<file path="config.mk">
export PLATFORM = sky130hd
export DESIGN_NAME = program_loader
export DESIGN_NICKNAME = d
export VERILOG_FILES = /design/src/rtl/loader_pkg.sv /design/src/rtl/byte_word_packer.sv /design/src/rtl/program_loader.sv
export SDC_FILE = /design/constraint.sdc
export NUM_CORES = 1
export LEC_CHECK = 0
export ABC_AREA = 1
export CAP_MARGIN = 20
export CELL_PAD_IN_SITES_DETAIL_PLACEMENT = 1
export CELL_PAD_IN_SITES_GLOBAL_PLACEMENT = 1
export CORE_MARGIN = 1.5
export CORE_UTILIZATION = 41
export DETAILED_ROUTE_END_ITERATION = 16
export PLACE_DENSITY_LB_ADDON = 0.25
export SLEW_MARGIN = 20
export SYNTH_ARGS = -nofsm -noshare
export SYNTH_HDL_FRONTEND = slang
export SYNTH_SLANG_ARGS = --single-unit
</file>
<file path="constraint.sdc">
create_clock -name clk -period 4 [get_ports clk]
set_input_delay 0.8 -clock clk [delete_from_list [all_inputs] [get_ports clk]]
set_output_delay 0.8 -clock clk [all_outputs]
set_load 0.01 [all_outputs]
</file>
<file path="src/rtl/loader_pkg.sv">
// loader_pkg: shared FSM encoding and stream framing constants for memory loaders
package loader_pkg;
    typedef enum logic [2:0] {IDLE, LEN_LO, LEN_HI, DATA, WRITE, CHECK, DONE, ERROR} state_t;
    localparam int HDR_BYTES = 2;
    localparam int BYTES_PER_WORD = 4;
endpackage

</file>
<file path="src/rtl/byte_word_packer.sv">
// byte_word_packer: assembles little-endian bytes into a 32-bit word, flagging the completing byte
module byte_word_packer
    import loader_pkg::*;
(
    input  logic        clk,
    input  logic        rst,
    input  logic        clear_i,
    input  logic        en_i,
    input  logic [7:0]  byte_i,
    output logic [31:0] word_o,
    output logic        full_o
);
    logic [1:0]  lane_q;
    logic [31:0] word_q, word_d;
    always_comb begin
        word_d = word_q;
        if (en_i) word_d[8*lane_q +: 8] = byte_i;
    end
    always_ff @(posedge clk) begin
        if (rst || clear_i) begin
            lane_q <= '0;
            word_q <= '0;
        end else if (en_i) begin
            lane_q <= lane_q + 2'd1;
            word_q <= word_d;
        end
    end
    assign word_o = word_q;
    assign full_o = en_i && lane_q == 2'(BYTES_PER_WORD - 1);
endmodule

</file>
<file path="src/rtl/program_loader.sv">
// program_loader: length-prefixed, XOR-checksummed byte stream to sequential program memory writes
module program_loader
    import loader_pkg::*;
#(
    parameter int INSTR_ADDR_WIDTH = 10
) (
    input  logic                        clk,
    input  logic                        rst,
    input  logic                        start,
    input  logic                        byte_valid,
    input  logic [7:0]                  byte_data,
    output logic                        byte_ready,
    output logic                        pgm,
    output logic                        wr_en,
    output logic [INSTR_ADDR_WIDTH-1:0] wr_addr,
    output logic [31:0]                 wr_data,
    output logic                        done,
    output logic                        error
);
    state_t                      state_q;
    logic                        pgm_q, error_q, full;
    logic [INSTR_ADDR_WIDTH-1:0] wr_addr_q;
    logic [15:0]                 len_q, n_hdr;
    logic [7:0]                  csum_q;
    logic                        last_word;
    byte_word_packer u_packer (
        .clk     (clk),
        .rst     (rst),
        .clear_i (state_q == IDLE && start),
        .en_i    (state_q == DATA && byte_valid),
        .byte_i  (byte_data),
        .word_o  (wr_data),
        .full_o  (full)
    );
    assign n_hdr     = {byte_data, len_q[7:0]};
    assign last_word = 32'(wr_addr_q) + 32'd1 == 32'(len_q);
    always_ff @(posedge clk) begin
        if (rst) begin
            state_q   <= IDLE;
            pgm_q     <= 1'b0;
            error_q   <= 1'b0;
            wr_addr_q <= '0;
            len_q     <= '0;
            csum_q    <= '0;
        end else begin
            case (state_q)
                IDLE: if (start) begin
                    state_q   <= LEN_LO;
                    pgm_q     <= 1'b1;
                    error_q   <= 1'b0;
                    wr_addr_q <= '0;
                    csum_q    <= '0;
                end
                LEN_LO: if (byte_valid) begin
                    len_q[7:0] <= byte_data;
                    state_q    <= LEN_HI;
                end
                LEN_HI: if (byte_valid) begin
                    len_q[15:8] <= byte_data;
                    state_q     <= n_hdr == 16'd0 ? CHECK :
                                   32'(n_hdr) > (32'd1 << INSTR_ADDR_WIDTH) ? ERROR : DATA;
                end
                DATA: if (byte_valid) begin
                    csum_q <= csum_q ^ byte_data;
                    if (full) state_q <= WRITE;
                end
                WRITE: begin
                    state_q <= last_word ? CHECK : DATA;
                    if (!last_word) wr_addr_q <= wr_addr_q + 1'b1;
                end
                CHECK: if (byte_valid) state_q <= byte_data == csum_q ? DONE : ERROR;
                DONE: begin
                    pgm_q   <= 1'b0;
                    state_q <= IDLE;
                end
                ERROR: begin
                    error_q <= 1'b1;
                    pgm_q   <= 1'b0;
                    state_q <= IDLE;
                end
                default: state_q <= IDLE;
            endcase
        end
    end
    assign byte_ready = state_q == LEN_LO || state_q == LEN_HI || state_q == DATA || state_q == CHECK;
    assign wr_en      = state_q == WRITE;
    assign done       = state_q == DONE;
    assign pgm        = pgm_q;
    assign error      = error_q;
    assign wr_addr    = wr_addr_q;
endmodule

</file>
==> metrics.md <==
| Metric | Value |
|---|---|
| Die width | `97.5 um` |
| Arrival @ worst endpoint | `1960 ps` |
| Die area | `9500 um^2` |
| Vias/cell | `between 5 and 6` |
| Share of cells above drive strength 1 | `7.77%` |
| RSZ-0062 raised after global routing | `no` |
| Gr usage total | `about 25%` |
| Slew @ Worst Pin | `roughly 860 ps` |
| Net Count, Synth | `540` |
| Pleak | `approximately 1.7 nW` |
| Main area contributors after synthesis | `dfxtp_1 40%, nand2_1 11%, a21oi_1 8.5%, nand3_1 6.6%, nor2_1 5.5%` |
| Crit path buffers/inverters | `3` |
| Final hold violations | `0` |
| Final slew viol count | `0` |
| DRC errors left | `0` |
| Post-cts gate resize count | `0` |
| Core area | `around 8700 um^2` |
| Via count | `3717` |
| Reg2Reg Setup Slack | `1320 ps` |
| Synth Cell Area | `about 3700 um^2` |
| IO Pins | `59` |
| Grt ovf | `0` |
| Largest net degree at the start of global routing | `25` |
| R2R depth | `6` |
| Crit Reg-Reg Endpoint | `u_packer.word_o[21]` |
| Worst Hold Margin | `472 ps` |
| TNS Setup | `0 ps` |
| Area Growth Syn to Fin | `24.4%` |
| CTS tree | `built` |
| Sequential-to-total area share from yosys stat | `39.9%` |
| Post-CTS Setup Inserts | `0` |
| Site Rows | `34` |
| Reg clk slew, reported paths | `80 ps` |
| Initial antenna violation count | `0` |
| Final net count | `593` |
| Fin crit share | `68.9%` |
| Max Cap Violations | `0` |
| DRT Pass-1 Iters | `4` |
| PD cells | `502 nW/um^2` |
| CP Cell Sequence | `inv_1 -> nor2_1 -> buf_4 -> clkdlybuf4s50_1` |
| Worst slew margin relative to its limit | `42.5%` |
| Synthesized instance count | `522` |
| CTS Root Cell | `clkbuf_8` |
| Critical Path Max Stage Delay | `570 ps` |
| Routed wire per std cell | `16.8 um` |
| Final ANT Viol Nets | `0` |
| Vias in the first global route | `3790` |
| Final setup vio count | `0` |
| Dpl hpwl | `~8.4 mm` |
| #FFs+latches synth | `73` |
| Synth unique cells | `39` |
| Total Wirelength | `11.5 mm` |
| Status | `completed` |
| Worst vdd ir | `around 0.00033 V` |
| Maximum clock frequency | `0.363 GHz` |
| Synth top area share | `39.9%` |
| Capture point of the worst path | `wr_en` |
| Crit-path leading delay family | `buffers and inverters` |
| Wire length of the first global-routing pass | `18.7 mm` |
| Post-synth top area cell | `dfxtp_1` |
| Cts bufs inserted | `9` |
| Post-CTS Hold Fix Bufs | `0` |
| CTS Buffer Depth | `2` |
| Syn avg cell area | `7.01 um^2` |
| Critical Path Source Type | `register` |
| Layout Skew | `6.98 ps` |
| CP Data Required Time | `3200 ps` |
| Worst path depth | `4` |
| Origin of the worst setup path | `state_q[2]` |
| Drt first-iter violations | `about 170` |
| Gpl congestion | `just under 0.9` |
| Port bufs | `between 50 and 60` |
| Worst Hold Class | `register to register` |
| Clk Latency, worst-skew pair | `350 ps` |
| Critical path peak fanout | `10` |
| Master of the slowest instance on the critical path | `dfxtp_1` |
| CP Capture Type | `output port` |
| Initial Util | `42.2%` |
| Critical path class | `register to output port` |
| Tmin final | `2760 ps` |
| H-tree depth | `3` |
| R2r startpoint | `u_packer.lane_q[0]` |
| Die Height | `97.5 um` |
| Ant. Diodes | `0` |
| Synth warnings | `0` |
| Clock Sinks | `73` |
[Yosys cell counts]
cell type,instances
a211oi_1,1
a21boi_0,1
a21oi_1,62
a21oi_2,1
a41oi_1,4
buf_2,2
buf_4,1
buf_6,1
clkbuf_1,15
clkbuf_4,1
clkinv_1,1
dfxtp_1,73
ha_1,6
inv_1,49
inv_2,1
nand2_1,103
nand2_2,7
nand2_4,3
nand3_1,48
nand3_2,2
nand3b_1,6
nand4_1,7
nor2_1,54
nor2_2,5
nor2_4,3
nor3_1,11
nor3_2,1
nor4_1,1
nor4b_1,1
o211a_1,1
o21ai_0,35
o21ai_2,2
o21bai_1,1
o31ai_1,1
o32ai_1,1
or2_2,1
or3_1,1
xnor2_1,4
xor2_1,4
[cell type report]
type	instances	area, um^2
inverters	51	191
multi-input cells	378	1910
repair buffers	62	611
well taps	108	135
flip-flops and latches	73	1460
fillers	1131	4120
clock inverters	5	104
clock buffers	10	138
[through the flow]
step | setup WS, ps | std cells | util (%) | total power [mW] | area (um^2)
detailed placement | 1290 | 672 | 49.7 | 1.57 | 4310
global route | 1100 | 687 | 52.5 | 2.40 | 4550
finish | 1240 | 687 | 52.5 | 2.29 | 4550
CTS | 1250 | 687 | 52.5 | 2.29 | 4550
floorplan | 2050 | 522 | - | 1.37 | 3660
global placement | 1380 | 672 | 49.7 | 1.54 | 4310
[logic make-up after synthesis]
group / synth area share (%)
AND/OR/NAND/NOR: 32.1
AO/OA/AOI/OAI: 16.3
flip-flops: 39.9
buffers and inverters: 7.76
XOR/XNOR: 1.91
adder cells (fa/ha/maj): 2.05
[worst register-to-register path, cell delays in order, from the launching register on]
cell     delay [ps]
dfxtp_1         640
inv_1           270
ha_1            420
inv_1           180
nor3_1          700
nand3_1         240
a21oi_1         170
[cells in the final DEF (no fill, tap or decap), drive strengths merged, types with 6 or more instances in the layout]
| cell | n |
|---|---|
| nand3b | 6 |
| nand2 | 113 |
| a21oi | 63 |
| nand3 | 50 |
| nand4 | 7 |
| clkbuf | 10 |
| inv | 50 |
| o21ai | 37 |
| clkdlybuf4s50 | 58 |
| nor3 | 12 |
| ha | 6 |
| dfxtp | 73 |
| nor2 | 62 |
[worst min-delay path by stage]
stage                                      to                 from  slack (ps)  cells past startpoint
after floorplan                     len_q[15]            len_q[15]         430                      2
after global routing                csum_q[2]            csum_q[2]         500                      2
after detailed placement            csum_q[2]            csum_q[2]         450                      2
after global placement              len_q[15]            len_q[15]         440                      2
after CTS                           csum_q[2]            csum_q[2]         470                      2
final                     u_packer.word_o[21]  u_packer.word_o[21]         470                      2
[per-layer routing]
layer	global-route usage (%)	vias to the layer above	share of wire, %
met5	0	-	0
met1	31.2	1794	45
met2	42.1	82	49
li1	-	1828	-
met3	4.17	13	3.8
met4	7.80	0	1.5
[where the power goes]
part           leakage [nW]  internal, mW  switching [mW]  total [mW]
clock network         0.122         0.428           0.290       0.718
registers             0.591         0.810          0.0773       0.887
logic                  1.01         0.230           0.451       0.681
[flip-flops by register name (all words and copies together), names as in the netlist]
register         cells
wr_addr             10
state_q              3
len_q               16
error                1
u_packer.lane_q      2
u_packer.word_o     32
csum_q               8
pgm                  1
Power figures use the tool's default switching activity.
==> RTL change 1 (config.mk and constraints unchanged) <==
The 8 states of `state_t` get a one-hot encoding in 8 bits.
--- a/src/rtl/loader_pkg.sv
+++ b/src/rtl/loader_pkg.sv
@@ -1,5 +1,5 @@
 // loader_pkg: shared FSM encoding and stream framing constants for memory loaders
 package loader_pkg;
-    typedef enum logic [2:0] {IDLE, LEN_LO, LEN_HI, DATA, WRITE, CHECK, DONE, ERROR} state_t;
+    typedef enum logic [7:0] {IDLE = 8'b00000001, LEN_LO = 8'b00000010, LEN_HI = 8'b00000100, DATA = 8'b00001000, WRITE = 8'b00010000, CHECK = 8'b00100000, DONE = 8'b01000000, ERROR = 8'b10000000} state_t;
     localparam int HDR_BYTES = 2;
     localparam int BYTES_PER_WORD = 4;
Check against the original RTL: no difference found for any inputs over 4 cycles, from zero or initial values and one cycle with rst high; so few cycles prove little.
==> RTL change 1 against the unedited design <==
Routed wire length rose by 4.9%; synthesized area rose by 9.3%; power fell by 7.5%; via count rose by 8.5%; largest cell class unchanged; sequential cell count rose by 5; clock power fell by 14%; register-to-register slack improved by 70 ps; design area rose by 6.0%; worst setup slack got worse by 240 ps; synthesized cell count rose by 11%.
==> RTL change 1: results (changes against the unedited design) <==
clk_lat worst skew about 360 ps; initial antenna violation count 0 (unchanged); CP Max Fanout 5 (-5); WL met3 397 um (-8.7%); Synth area leaders dfxtp_1, nand2_1, a21oi_1, nand3_1, inv_1; Mapped Cells 581 (+11%); FF-to-FF Start state_q[4]; slowest stage delay, CP 550 ps (-20 ps); met1 GRT Util 32.7% (+1.5 points); Detail Route met2 WL 5980 um (+5.0%); top sig layer met4; initial drt markers 137 (-17%); vias in the first global route 4155 (+9.6%); XOR/XNOR Fraction of Synth Area 1.75% (-0.16 points); met3 Usage GRT 3.66% (-0.51 points); Worst Hold Endpoint u_packer.word_o[17]; final wirelength 12100 um (+4.9%); DP Area 4630 um2 (+7.3%); Crit-path slowest cell clkdlybuf4s50_1; layout cell share with drive strength beyond 1 6.17% (-1.6 points); Nets 645 (+8.8%); syn nets 599 (+11%); Layout Skew 8.06 ps (+1.08 ps); wire length per cell 15.9 um (-5.3%); status completed; sequential area share after synthesis 39.0% (-0.91 points); hold_sp u_packer.word_o[17]; worst r2r path cells 11 (+5); crit path capture byte_ready; Post-DP HPWL 8630 um (+3.0%); critical path arrival 2200 ps (+240 ps); # H-tree levels 3 (unchanged); total track usage 25.1% (+0.61 points); largest net degree at the start of global routing 33 (+32%); reg2reg end state_q[5]; Vias 4032 (+8.5%); hold slack 470 ps (-2.39 ps); dpl cells 745 (+11%); Synth Area in Compound Gates 12.5% (-3.8 points); unique cell type count in the Yosys netlist 30 (-23%); Commonest cells post-synth nand2_1, dfxtp_1, a21oi_1; LEAKAGE 1.84 nW (+7.1%); met1 WL 5540 um (+5.9%)
[RTL change 1: cell types whose count changed in the layout (fill, tap and decap cells not counted), sizes merged, moves of 5 or more]
cell,delta
nor3,-7
nand4,+14
or3,+7
o21ai,-14
nor4,+7
or4,+8
nor2,-9
a21oi,+10
nand2,+23
inv,+18
nand3,+6
dfxtp,+5
[RTL change 1: cell type report]
class,instances,area [um2]
multi-input cells,411,2060
inverters,67,251
well taps,129,161
clock inverters,6,70.1
fillers,1221,4540
repair buffers,60,596
flip-flops and latches,78,1560
clock buffers,10,128
[RTL change 1: metrics by stage]
stage          worst slack (ps)  utilization [%]
2_1_floorplan              2020                -
3_3_place_gp               1040             49.4
3_5_place_dp                900             49.4
4_1_cts                     969             51.5
5_1_grt                     815             51.5
6_report                   1000             51.5
[RTL change 1: power by group]
| group | total, mW | internal [mW] | switching, mW |
|---|---|---|---|
| combinational | 0.590 | 0.225 | 0.366 |
| clock | 0.618 | 0.293 | 0.325 |
| sequential | 0.906 | 0.827 | 0.0792 |
==> RTL change 2 (config.mk and constraints unchanged) <==
Without the edit above. The parameter `INSTR_ADDR_WIDTH` goes from 10 to 11.
--- a/src/rtl/program_loader.sv
+++ b/src/rtl/program_loader.sv
@@ -3,5 +3,5 @@
     import loader_pkg::*;
 #(
-    parameter int INSTR_ADDR_WIDTH = 10
+    parameter int INSTR_ADDR_WIDTH = 11
 ) (
     input  logic                        clk,
Interface: changed (resized wr_addr); port bits go from 59 to 60. The function was not compared with the original's and may differ.
==> RTL change 2 against the unedited design <==
Routed wire length grew 4.2%; critical endpoint unchanged; power is 4.6% higher; worst setup slack lost 40 ps; count of clock-buffer cells in the layout grew 1; design area grew 2.1%; clock skew grew 4.9 ps; sequential share of layout area is 0.23 points lower; via count up 5.2%; synthesized area increased by 2.1%; global-route usage grew 0.89 points; largest cell class unchanged; critical path depth fell by 1; sequential cell count increased by 1.
==> RTL change 2: results (changes against the unedited design) <==
status completed; Seq cells 74 (+1.4%); unique cell type count in the Yosys netlist 36 (-7.7%); Synth Cell Area 3740 um2 (+2.1%); initial drt markers 151 (-9.0%); Clk pwr share 32.7% (+1.3 points); Layout Skew 11.9 ps (+4.90 ps); syn nets 559 (+3.5%); total CTS buffers 9 (unchanged); top sig layer met4; DP Area 4380 um2 (+1.6%); Final GP Congestion 0.857 (-1.7%); seq pwr 907 uW (+2.3%); reg2reg end u_packer.word_o[20]; first-pass GRT wire length 19600 um (+4.6%); worst r2r path cells 8 (+2); LEAKAGE 1.71 nW (-0.46%); WL met3 439 um (+0.92%); layout cell share with drive strength beyond 1 6.71% (-1.1 points); Post-DP HPWL 8420 um (+0.39%); met3 Usage GRT 3.69% (-0.48 points); sequential area share after synthesis 39.7% (-0.28 points); dpl cells 688 (+2.4%); Net Sw Frac 35.0% (-0.77 points); CP Max Fanout 9 (-1); r2r setup slk 1210 ps (-110 ps); Mapped Cells 541 (+3.6%); inverters 57 (+12%); Synth area leaders dfxtp_1, nand2_1, a21oi_1, nand3_1, inv_1; Nets 609 (+2.7%); total track usage 25.4% (+0.89 points); Seq/total area 31.9% (-0.23 points); Worst VDD drop 0.256 mV (-22%); met1 GRT Util 30.7% (-0.52 points); Slew headroom 36.1% (-6.4 points); slowest stage delay, CP 600 ps (+30 ps); Buffers on Ports 59 (+1.7%); final-layout clock buffer total 11 (+1); multi-input combinational area share 41.7% (-0.32 points); met1 WL 5190 um (-0.67%); clk cell area share 5.73% (+0.43 points); Crit-path slowest cell clkdlybuf4s50_1; register area 1480 um2 (+1.4%); critical path arrival 2000 ps (+40 ps); CTS resizes 0 (unchanged); multi-input gates 387 (+2.4%); vias in the first global route 3934 (+3.8%); share of power burned in registers 37.9% (-0.9 points); Fillers 1148 (+1.5%); Commonest cells post-synth nand2_1, dfxtp_1, a21oi_1; Non-clock buffer share 13.2% (-0.22 points); Vias per Instance 5.55 (+2.6%); Worst Hold Endpoint len_q[14]; final wirelength 12000 um (+4.2%); wire length per cell 17.1 um (+1.7%); Detail Route met2 WL 6090 um (+6.9%); GR Util met2 45.3% (+3.2 points); hold_sp len_q[14]
-- RTL change 2: cell count changes after synthesis, moves of 3 or more --
cell / unedited run / this run
a21oi_1: 62 / 67
nand4_1: 7 / 14
nand2_1: 103 / 114
nand2_2: 7 / 2
nor2_2: 5 / 8
nor2_1: 54 / 45
-- RTL change 2: logic make-up after synthesis --
family / synth area share, %
flops: 39.7
compound gates: 16.4
fa+ha+maj: 2.01
buf+inv: 8.44
simple gates: 31.6
xor+xnor: 1.88
-- RTL change 2: metrics by stage --
stage / hold WS, ps / setup WS [ps]
after floorplan: 429 / 1940
after global placement: 441 / 1250
after detailed placement: 444 / 1240
after CTS: 458 / 1200
after global routing: 481 / 1000
final: 461 / 1200
-- RTL change 2: worst max-delay path, delay by kind of cell (launching register included) --
family	cells	cell delay (ps)
buf+inv	2	800
flops	1	550
simple gates	1	300
